===== src/rtl/uart_tx_core.sv =====
// UART transmitter: start bit, 8 data bits LSB first, optional parity, one stop bit.
// Latency: TX_OUT and Busy change one cycle after Data_Valid is accepted; a frame is (10 + PAR_EN) * Prescale cycles.
// Backpressure: Data_Valid is accepted only while idle; requests made while Busy is high are dropped, not queued.
module uart_tx_core #(
    parameter int DATA_WIDTH = 8
) (
    input  logic                  CLK,
    input  logic                  RST,
    input  logic [DATA_WIDTH-1:0] P_DATA,
    input  logic                  Data_Valid,
    input  logic                  PAR_EN,
    input  logic                  PAR_TYP,
    input  logic [7:0]            Prescale,
    output logic                  TX_OUT,
    output logic                  Busy
);

    localparam logic [2:0] S_IDLE   = 3'd0;
    localparam logic [2:0] S_START  = 3'd1;
    localparam logic [2:0] S_DATA   = 3'd2;
    localparam logic [2:0] S_PARITY = 3'd3;
    localparam logic [2:0] S_STOP   = 3'd4;

    logic [2:0]            state_q,   state_d;
    logic [7:0]            edge_q,    edge_d;
    logic [2:0]            bit_q,     bit_d;
    logic [DATA_WIDTH-1:0] data_q,    data_d;
    logic                  par_en_q,  par_en_d;
    logic                  par_bit_q, par_bit_d;
    logic [7:0]            presc_q,   presc_d;
    logic                  tx_q,      tx_d;
    logic                  busy_q,    busy_d;
    logic                  term;

    // Last cycle of the current bit period; with a prescale of 1 this is every cycle.
    assign term = (edge_q == (presc_q - 8'd1));

    // Next-state, counter and latch logic; TX_OUT is registered from the next state so it never glitches.
    always_comb begin
        state_d   = state_q;
        edge_d    = edge_q;
        bit_d     = bit_q;
        data_d    = data_q;
        par_en_d  = par_en_q;
        par_bit_d = par_bit_q;
        presc_d   = presc_q;
        tx_d      = 1'b1;

        if (state_q == S_IDLE) begin
            edge_d = 8'd0;
            bit_d  = 3'd0;
            if (Data_Valid) begin
                data_d    = P_DATA;
                par_en_d  = PAR_EN;
                par_bit_d = (^P_DATA) ^ PAR_TYP;
                presc_d   = (Prescale == 8'd0) ? 8'd1 : Prescale;
                state_d   = S_START;
            end
        end else begin
            edge_d = term ? 8'd0 : (edge_q + 8'd1);
            if (term) begin
                case (state_q)
                    S_START: begin
                        state_d = S_DATA;
                        bit_d   = 3'd0;
                    end
                    S_DATA: begin
                        if (bit_q == 3'd7) begin
                            state_d = par_en_q ? S_PARITY : S_STOP;
                            bit_d   = 3'd0;
                        end else begin
                            bit_d = bit_q + 3'd1;
                        end
                    end
                    S_PARITY: state_d = S_STOP;
                    default:  state_d = S_IDLE;
                endcase
            end
        end

        case (state_d)
            S_START:  tx_d = 1'b0;
            S_DATA:   tx_d = data_d[bit_d];
            S_PARITY: tx_d = par_bit_d;
            default:  tx_d = 1'b1;
        endcase

        busy_d = (state_d != S_IDLE);
    end

    // State registers; reset abandons any frame in flight and returns the line to idle-high.
    always_ff @(posedge CLK) begin
        if (RST) begin
            state_q   <= S_IDLE;
            edge_q    <= 8'd0;
            bit_q     <= 3'd0;
            data_q    <= '0;
            par_en_q  <= 1'b0;
            par_bit_q <= 1'b0;
            presc_q   <= 8'd1;
            tx_q      <= 1'b1;
            busy_q    <= 1'b0;
        end else begin
            state_q   <= state_d;
            edge_q    <= edge_d;
            bit_q     <= bit_d;
            data_q    <= data_d;
            par_en_q  <= par_en_d;
            par_bit_q <= par_bit_d;
            presc_q   <= presc_d;
            tx_q      <= tx_d;
            busy_q    <= busy_d;
        end
    end

    assign TX_OUT = tx_q;
    assign Busy   = busy_q;

endmodule


===== config.mk =====
export PLATFORM = sky130hd
export DESIGN_NAME = uart_tx_core
export DESIGN_NICKNAME = d
export VERILOG_FILES = /design/src/rtl/uart_tx_core.sv
export SDC_FILE = /design/constraint.sdc
export NUM_CORES = 1
export LEC_CHECK = 0
export BUFFER_PORTS_ARGS = -buffer_cell sky130_fd_sc_hd__buf_4
export CORE_MARGIN = 1.5
export CORE_UTILIZATION = 45
export DETAILED_ROUTE_END_ITERATION = 8
export SYNTH_ARGS = -nofsm -noshare
export SYNTH_HDL_FRONTEND = slang
export SYNTH_SLANG_ARGS = --single-unit

===== constraint.sdc =====
create_clock -name CLK -period 7.9 [get_ports CLK]
set_clock_uncertainty 0.15 [all_clocks]
set_input_delay 1.58 -clock CLK [delete_from_list [all_inputs] [get_ports CLK]]
set_output_delay 1.58 -clock CLK [all_outputs]
set_load 0.02 [all_outputs]

# == After elaboration in Yosys (flattened, before gate mapping) ==
# Cells that the tools add are included.
# totals
regBits,34
inputBits,21
out_inout_bits,2
# op_classes
eq_ne,8
reduce_logical,6
bitwise,1
order_cmp,1
n_addsub,3
n_mux,18
# op_table
op,n
two-way mux 3 bit,8
two-way mux 8 bit,3
"equality test 3 x 2 -> 1 bit, second input constant",4
case mux 3 bit (3 select lines),1
"adder 8 x 1 -> 8 bit, second input constant",1
equality test 8 bit,1
logical NOT 8 bit,1
XOR reduction 8 bit,1
"subtractor 8 x 1 -> 8 bit, second input constant",1
"equality test 3 x 1 -> 1 bit, second input constant",2
case mux 3 bit (2 select lines),1
"< comparator 3 x 4 -> 1 bit, second input constant",1
"adder 3 x 1 -> 3 bit, second input constant",1
binary-select mux 1 bit (select 3 bit),1
"equality test 3 bit, second input constant",1
logical NOT 3 bit,1
two-way mux 1 bit,3
case mux 1 bit (3 select lines),1
nonzero test 3 bit,1
OR reduction 3 bit,1
AND reduction 2 bit,1
bitwise XOR 1 bit,1

# == Depth between registers and ports, before layout ==
# Gate-level depths: netlist of run 1.
# logic_depth
depth_word,8
ltp_mapped,14

# == Worst setup path before layout of run 1 ==
# Ideal clock, no wire load.
# synth_timing
kind,reg-to-reg
from,reg presc_q[0]
to,reg tx_q (netlist: TX_OUT)
setup_time_ns,0.074
path_stages_with_launch,14
arrival_time_ns,2.935
path_slack_ns,4.740
synth_period_minus_slack_ns,3.160
path_cell_list,dfxtp_1 clkbuf_1 inv_1 ha_1 clkbuf_2 o21ba_1 a221oi_1 a41oi_1 a211o_1 or4_1 and3_1 a2111o_1 o21a_1 a31oi_1
# synth_via
elab_chain_cells,7
word_cells_on_any_way,12
classes_between,add/sub (1); eq/ne (4); mux (7)
# synth_lines
element,line_no,rtl
start: declaration,30,"logic [7:0] presc_q, presc_d;"
start signal: assignment,110,presc_q <= presc_d;
subtractor 8 x 1 -> 8 bit *,36,assign term = (edge_q == (presc_q - 8'd1));
equality test 8 bit *,36,
two-way mux 3 bit,61,if (term) begin
two-way mux 3 bit,49,if (state_q == S_IDLE) begin
binary-select mux 1 bit (select 3 bit),83,S_DATA: tx_d = data_d[bit_d];
two-way mux 1 bit (implied by the code),83,
case mux 1 bit (3 select lines) *,81,case (state_d)
end signal: assignment,111,tx_q <= tx_d;
end: declaration,31,"logic tx_q, tx_d;"
# Mark *: on every way between the ends. The rest lies on a longest branch, timed or not. The select of a mux whose other input is x is not followed.
# A chain may end at the register's enable or synchronous reset.

# == Worst setup path in the final report of run 1 ==
# Ends and elaborated chain as after synthesis.

==> impl_metrics.toml, run 1 <==
[synthesis]
syn-num-nets = 272
ys_seq_area_share_pct = 35.2
syn_area_per_cell_um2 = 7.83
synth_common_cells = "nand2_1, dfxtp_1, a21oi_1"
synthTopCellsByArea = "dfxtp_1, nand2_1, xnor2_1, a21oi_1, nor2_1"
synth_edf_count = 0
synthesis.area_mm2 = 0.00193
synth-seq-cells = 34
synth_top_area_share_pct = 35.2
synth.distinct_cells = 48
synth.most_common_cell = "nand2_1"
synth-async-reset-ratio_pct = 0
synth_ff_type = "dfxtp_1"
syn_inst = 247
ys_warn_count = 0
post-synth-top-area-cell = "dfxtp_1"

[worst_setup_path]
cp_common_cell = "o21bai_1"
critPathMaxFanout = 15
cp_num_buf_inv = 1
path_depth = 11
critPathLaunch = "presc_q[0]"
required_ps = 7970
r2r-end = "TX_OUT"
arrival_ps = 3420
r2r_slack_ps = 4560
cp-end-kind = "register"
cpLargestDelayFamily = "compound AO/OA/AOI/OAI gates"
path_cells = "inv_1, ha_1, o21bai_1, a211oi_1, o21bai_1, a211o_1, or4_1, and3_1, a2111o_1, o21a_1, a31oi_1"
crit_slowest_cell = "or4_1"
reg2reg_depth = 11
worstSetupEndpoint = "TX_OUT"
worstSetupPathType = "reg2reg"
startpoint_type = "register"
max_stage_delay_ps = 510
r2r-start = "presc_q[0]"

[clocking]
cts_hold_buf = 0
h-tree-depth = 2
cts_max_path_buffers = 2
cts_tree = "built"
clk_latency_ps = 290
cts_setup_buffers = 0
cts_resized = 0
cts_root_buf = "clkbuf_8"
clock_sinks = 34
path_clk_slew_ps = 70
cts_buffers = 5

[run]
drv_cap = 0

[die]
core_area_mm2 = 0.00406
rows = 23
die_area_mm2 = 0.00470
start_util_pct = 47.7
io_pins = 23
die_y_um = 68.6
die_x_um = 68.6

[sta]
fmaxAchievable_mhz = 299
grt_setup_unrepaired = "false"
slew_headroom_pct = 54.1
maxSlewViolCount = 0
tns_ps = 0
fin_crit_ps = 3340
worstMarginPinSlew_ps = 688
setup_violations = 0
final-hold-violation-count = 0
worst_slack_ps = 4560
finalCritPeriodShare_pct = 42.3

[global_routing]
grt_pass1_wl_um = 7240
grt_pass1_vias = 1662
overflow = 0
grt_max_degree = 26
grt_usage_pct = 20.9
antenna_found_initial = 0

[detailed_routing]
drt-total-wl_um = 4120
first_pass_iters = 4
vias_per_cell = 5.41
antenna_left = 0
drc = 0
avgRoutedWirePerCell_um = 13.2
drt_iter0_drc = 97
vias = 1694

[cells_and_area]
final_cells = 313
drive_above_1_share_pct = 13.7
layout.nets = 287
antenna_cells = 0
area_growth_pct = 16.1

[placed_design]
post-place-ws_ps = 4570
dp.cells = 305
gp_congestion = 0.807
dp_hpwl_um = 3010
portBuffers = 22

[min_path]
hold_path_class = "reg2reg"

[pwr]
power.leakage_nw = 0.889
irDropWorstVdd_uv = 140
p_per_area_mw_per_mm2 = 266

[outcome]
status = "finished clean"
## worst min-delay path by stage
stage,cells past startpoint,endpoint,slack (ps),from
floorplan,2,data_q[1],280,data_q[1]
global placement,2,data_q[7],290,data_q[7]
detailed placement,2,data_q[7],300,data_q[7]
CTS,2,data_q[7],310,data_q[7]
global route,2,data_q[7],330,data_q[7]
finish,2,data_q[7],300,data_q[7]
## area by class of cell
cell class | instances | area [um2]
Sequential cell | 34 | 681
Inverter | 8 | 30.0
Tap cell | 50 | 62.6
Clock inverter | 3 | 68.8
Clock buffer | 5 | 68.8
Multi-Input combinational cell | 191 | 1170
Fill cell | 391 | 1810
Timing Repair Buffer | 22 | 165
## where the power goes
group / switching, mW / internal, mW / leakage, nW
registers: 0.0324 / 0.196 / 0.278
clock network: 0.0685 / 0.126 / 0.0683
logic: 0.100 / 0.0739 / 0.542
total: 0.201 / 0.396 / 0.889
## sequential cells by signal, summed over array words and instances (netlist names)
signal / flops
data_q: 8
edge_q: 8
presc_q: 8
bit_q: 3
state_q: 3
Busy: 1
TX_OUT: 1
par_bit_q: 1
par_en_q: 1
## worst reg2reg max path, stage by stage, from the launching register on
cell and delay (ps):
dfxtp_1 450, inv_1 70, ha_1 310, o21bai_1 200, a211oi_1 250, o21bai_1 100, a211o_1 440, or4_1 510
and3_1 200, a2111o_1 340, o21a_1 110, a31oi_1 140
## layer usage
metal / track usage [%] / vias up / part of all wire, %
met5: 0 / - / 0
li1: - / 892 / -
met3: 4.38 / 7 / 2.4
met4: 9.50 / 0 / 1.7
met2: 36.4 / 20 / 51
met1: 24.4 / 775 / 45
## cell families (layout without fill, tap and decap cells)
logic type,count (synthesis),after routing,share of synthesized area [%]
compound gates,57,57,20.1
xor+xnor,23,23,10.4
fa+ha+maj,4,4,2.59
buf+inv,22,38,4.33
flops,34,34,35.2
mux,2,2,1.10
simple gates,105,105,26.3
## per-stage QoR
step | hold slack [ps] | util [%] | instance area [um2] | power (mW)
final | 303 | 55.4 | 2250 | 0.597
after global routing | 326 | 55.4 | 2250 | 0.637
after CTS | 306 | 55.4 | 2250 | 0.606
after detailed placement | 295 | 52.0 | 2110 | 0.408
after global placement | 291 | 52.0 | 2110 | 0.408
after floorplan | 278 | - | 1930 | 0.360
## cell usage in the layout (no fill, tap or decap), types with 4 or more instances in the layout
| cell type | Yosys | final |
|---|---|---|
| a21oi_1 | 22 | 22 |
| and3_1 | 5 | 5 |
| buf_4 | 0 | 22 |
| clkbuf_8 | 0 | 5 |
| dfxtp_1 | 34 | 34 |
| ha_1 | 4 | 4 |
| inv_1 | 8 | 8 |
| nand2_1 | 42 | 42 |
| nand2b_1 | 5 | 5 |
| nand3_1 | 8 | 8 |
| nor2_1 | 21 | 21 |
| nor3_1 | 6 | 6 |
| o21ai_0 | 6 | 6 |
| xnor2_1 | 14 | 14 |
| xor2_1 | 9 | 9 |
No activity file was read; power rests on OpenSTA's default activity.
==> inputs of run 2 (changes only) <==
ABC_AREA = 1   (was unset)
clock period = 3.23 ns   (was 7.9 ns; I/O delays follow)
==> impl_metrics.toml, run 2 <==
[placed_design]
dp_hpwl_um = 3050
portBuffers = 22
post-place-ws_ps = 881
dp.cells = 345
gp_congestion = 0.822

[synthesis]
synth.most_common_cell = "nand2_1"
ys_seq_area_share_pct = 35.6
synth_top_area_share_pct = 35.6
synth.distinct_cells = 30
synth_compound_area_share_pct = 8.50
synth-async-reset-ratio_pct = 0
synth_common_cells = "nand2_1, inv_1, nor2_1"
syn-num-nets = 302
synth_top_family_by_area = "simple AND/OR/NAND/NOR gates"
post-synth-top-area-cell = "dfxtp_1"
synth-seq-cells = 34
synth_edf_count = 0
synthTopCellsByArea = "dfxtp_1, nand2_1, inv_1, nor2_1, nand3_1"
synthAdderAreaFrac_pct = 2.61
syn_inst = 277
synthesis.area_mm2 = 0.00191
ys_warn_count = 0
synth_mux_area_share_pct = 3.66
syn_area_per_cell_um2 = 6.91
synth-simple-area-share_pct = 34.7
synth_ff_type = "dfxtp_1"
synth-xor-area-share_pct = 5.95

[clocking]
cts_buffers = 5
cts_root_buf = "clkbuf_8"
cts_tree = "built"
cts_setup_buffers = 0
cts_resized = 0
h-tree-depth = 2
cts_max_path_buffers = 2
clk_latency_ps = 290
clock_sinks = 34
cts_hold_buf = 0
path_clk_slew_ps = 70

[detailed_routing]
vias_per_cell = 4.86
first_pass_iters = 4
antenna_left = 0
drc = 0
avgRoutedWirePerCell_um = 11.4
drt_iter0_drc = 91
vias = 1712
drt-total-wl_um = 4010

[global_routing]
overflow = 0
antenna_found_initial = 0
grt_max_degree = 25
grt_pass1_wl_um = 6910
grt_pass1_vias = 1595
grt_usage_pct = 20.3

[sta]
finalCritPeriodShare_pct = 72.8
fmaxAchievable_mhz = 426
slew_headroom_pct = 66.2
setup_violations = 0
tns_ps = 0
worst_slack_ps = 880
worstMarginPinSlew_ps = 506
fin_crit_ps = 2350
grt_setup_unrepaired = "false"
final-hold-violation-count = 0
maxSlewViolCount = 0

[cells_and_area]
drive_above_1_share_pct = 16.6
top_regs = "data_q (8), edge_q (8), presc_q (8)"
antenna_cells = 0
final_common_cell = "nand2_1"
final_cell_mix = "nand2_1, inv_1, nor2_1, dfxtp_1, nand3_1"
final_cells = 352
layout.nets = 327
area_growth_pct = 15.1
fillCellCount = 393

[run]
drv_cap = 0

[min_path]
hold_path_class = "reg2reg"

[die]
rows = 23
core_area_mm2 = 0.00406
die_x_um = 68.2
io_pins = 23
start_util_pct = 47.2
die_area_mm2 = 0.00465
die_y_um = 68.2

[pwr]
combPwrFrac_pct = 27.2
power.leakage_nw = 1.05
seqPwrFrac_pct = 44.4
p_int_mw = 0.706
irDropWorstVdd_uv = 290
total_power_mw = 1.06
switching_share_pct = 33.6
p_clk_share_pct = 28.4
power_switching_mw = 0.358
p_per_area_mw_per_mm2 = 483

[worst_setup_path]
cp-end-kind = "register"
required_ps = 3270
startpoint_type = "register"
critPathMaxFanout = 24
worstSetupPathType = "reg2reg"
arrival_ps = 2390

[outcome]
status = "finished clean"
## run 2: logic make-up after synthesis
family,after synthesis
simple gates,146
flops,34
mux,7
fa+ha+maj,4
compound gates,28
buf+inv,45
xor+xnor,13
## run 2: final timing paths
path | startpoint | to | slack, ps | cells past startpoint
worst max register to register | state_q[1] | TX_OUT | 880 | 12
worst min-delay path | edge_q[0] | edge_q[0] | 320 | 1
worst max-delay path | state_q[1] | TX_OUT | 880 | 12
worst min register to register | edge_q[0] | edge_q[0] | 320 | 1
## run 2: critical path, cell delays in order (launching register included)
cell and delay [ps]:
dfxtp_1 420, nor2_1 70, nand2_2 190, inv_1 90, nand2_2 390, inv_1 220
or2_2 320, inv_1 50, a21oi_1 70, nand2_1 90, nor2_1 40, nor2_1 100
nand2_1 50
## run 2: area by class of cell
| cell class | count | area [um2] | share of cell area (%) |
|---|---|---|---|
| repair buffers | 22 | 165 | 7.50 |
| clock inverters | 2 | 10.0 | 0.454 |
| inverters | 41 | 155 | 7.04 |
| clock buffers | 5 | 68.8 | 3.12 |
| flip-flops and latches | 34 | 681 | 30.9 |
| well taps | 50 | 62.6 | 2.84 |
| multi-input cells | 198 | 1060 | 48.2 |
## run 2: power groups by stage
stage	clock network [mW]	registers [mW]	logic [mW]
floorplan	0	0.481	0.215
global placement	0	0.481	0.289
detailed placement	0	0.482	0.288
CTS	0.308	0.472	0.290
global route	0.325	0.477	0.330
finish	0.302	0.472	0.290
## run 2: metal layers
metal,GRT usage (%),vias to the layer above,share of wire (%)
met4,7.25,0,1.4
met5,0,-,0
li1,-,923,-
met1,28.2,739,52
met3,6.41,6,5.8
met2,29.1,44,40
## run 2: per-stage QoR
| stage | hold slack, ps | cell area, um2 | utilization [%] |
|---|---|---|---|
| 5_1_grt | 351 | 2200 | 54.3 |
| 4_1_cts | 328 | 2200 | 54.3 |
| 2_1_floorplan | 280 | 1910 | - |
| 3_3_place_gp | 307 | 2120 | 52.4 |
| 3_5_place_dp | 313 | 2120 | 52.4 |
| 6_report | 322 | 2200 | 54.3 |
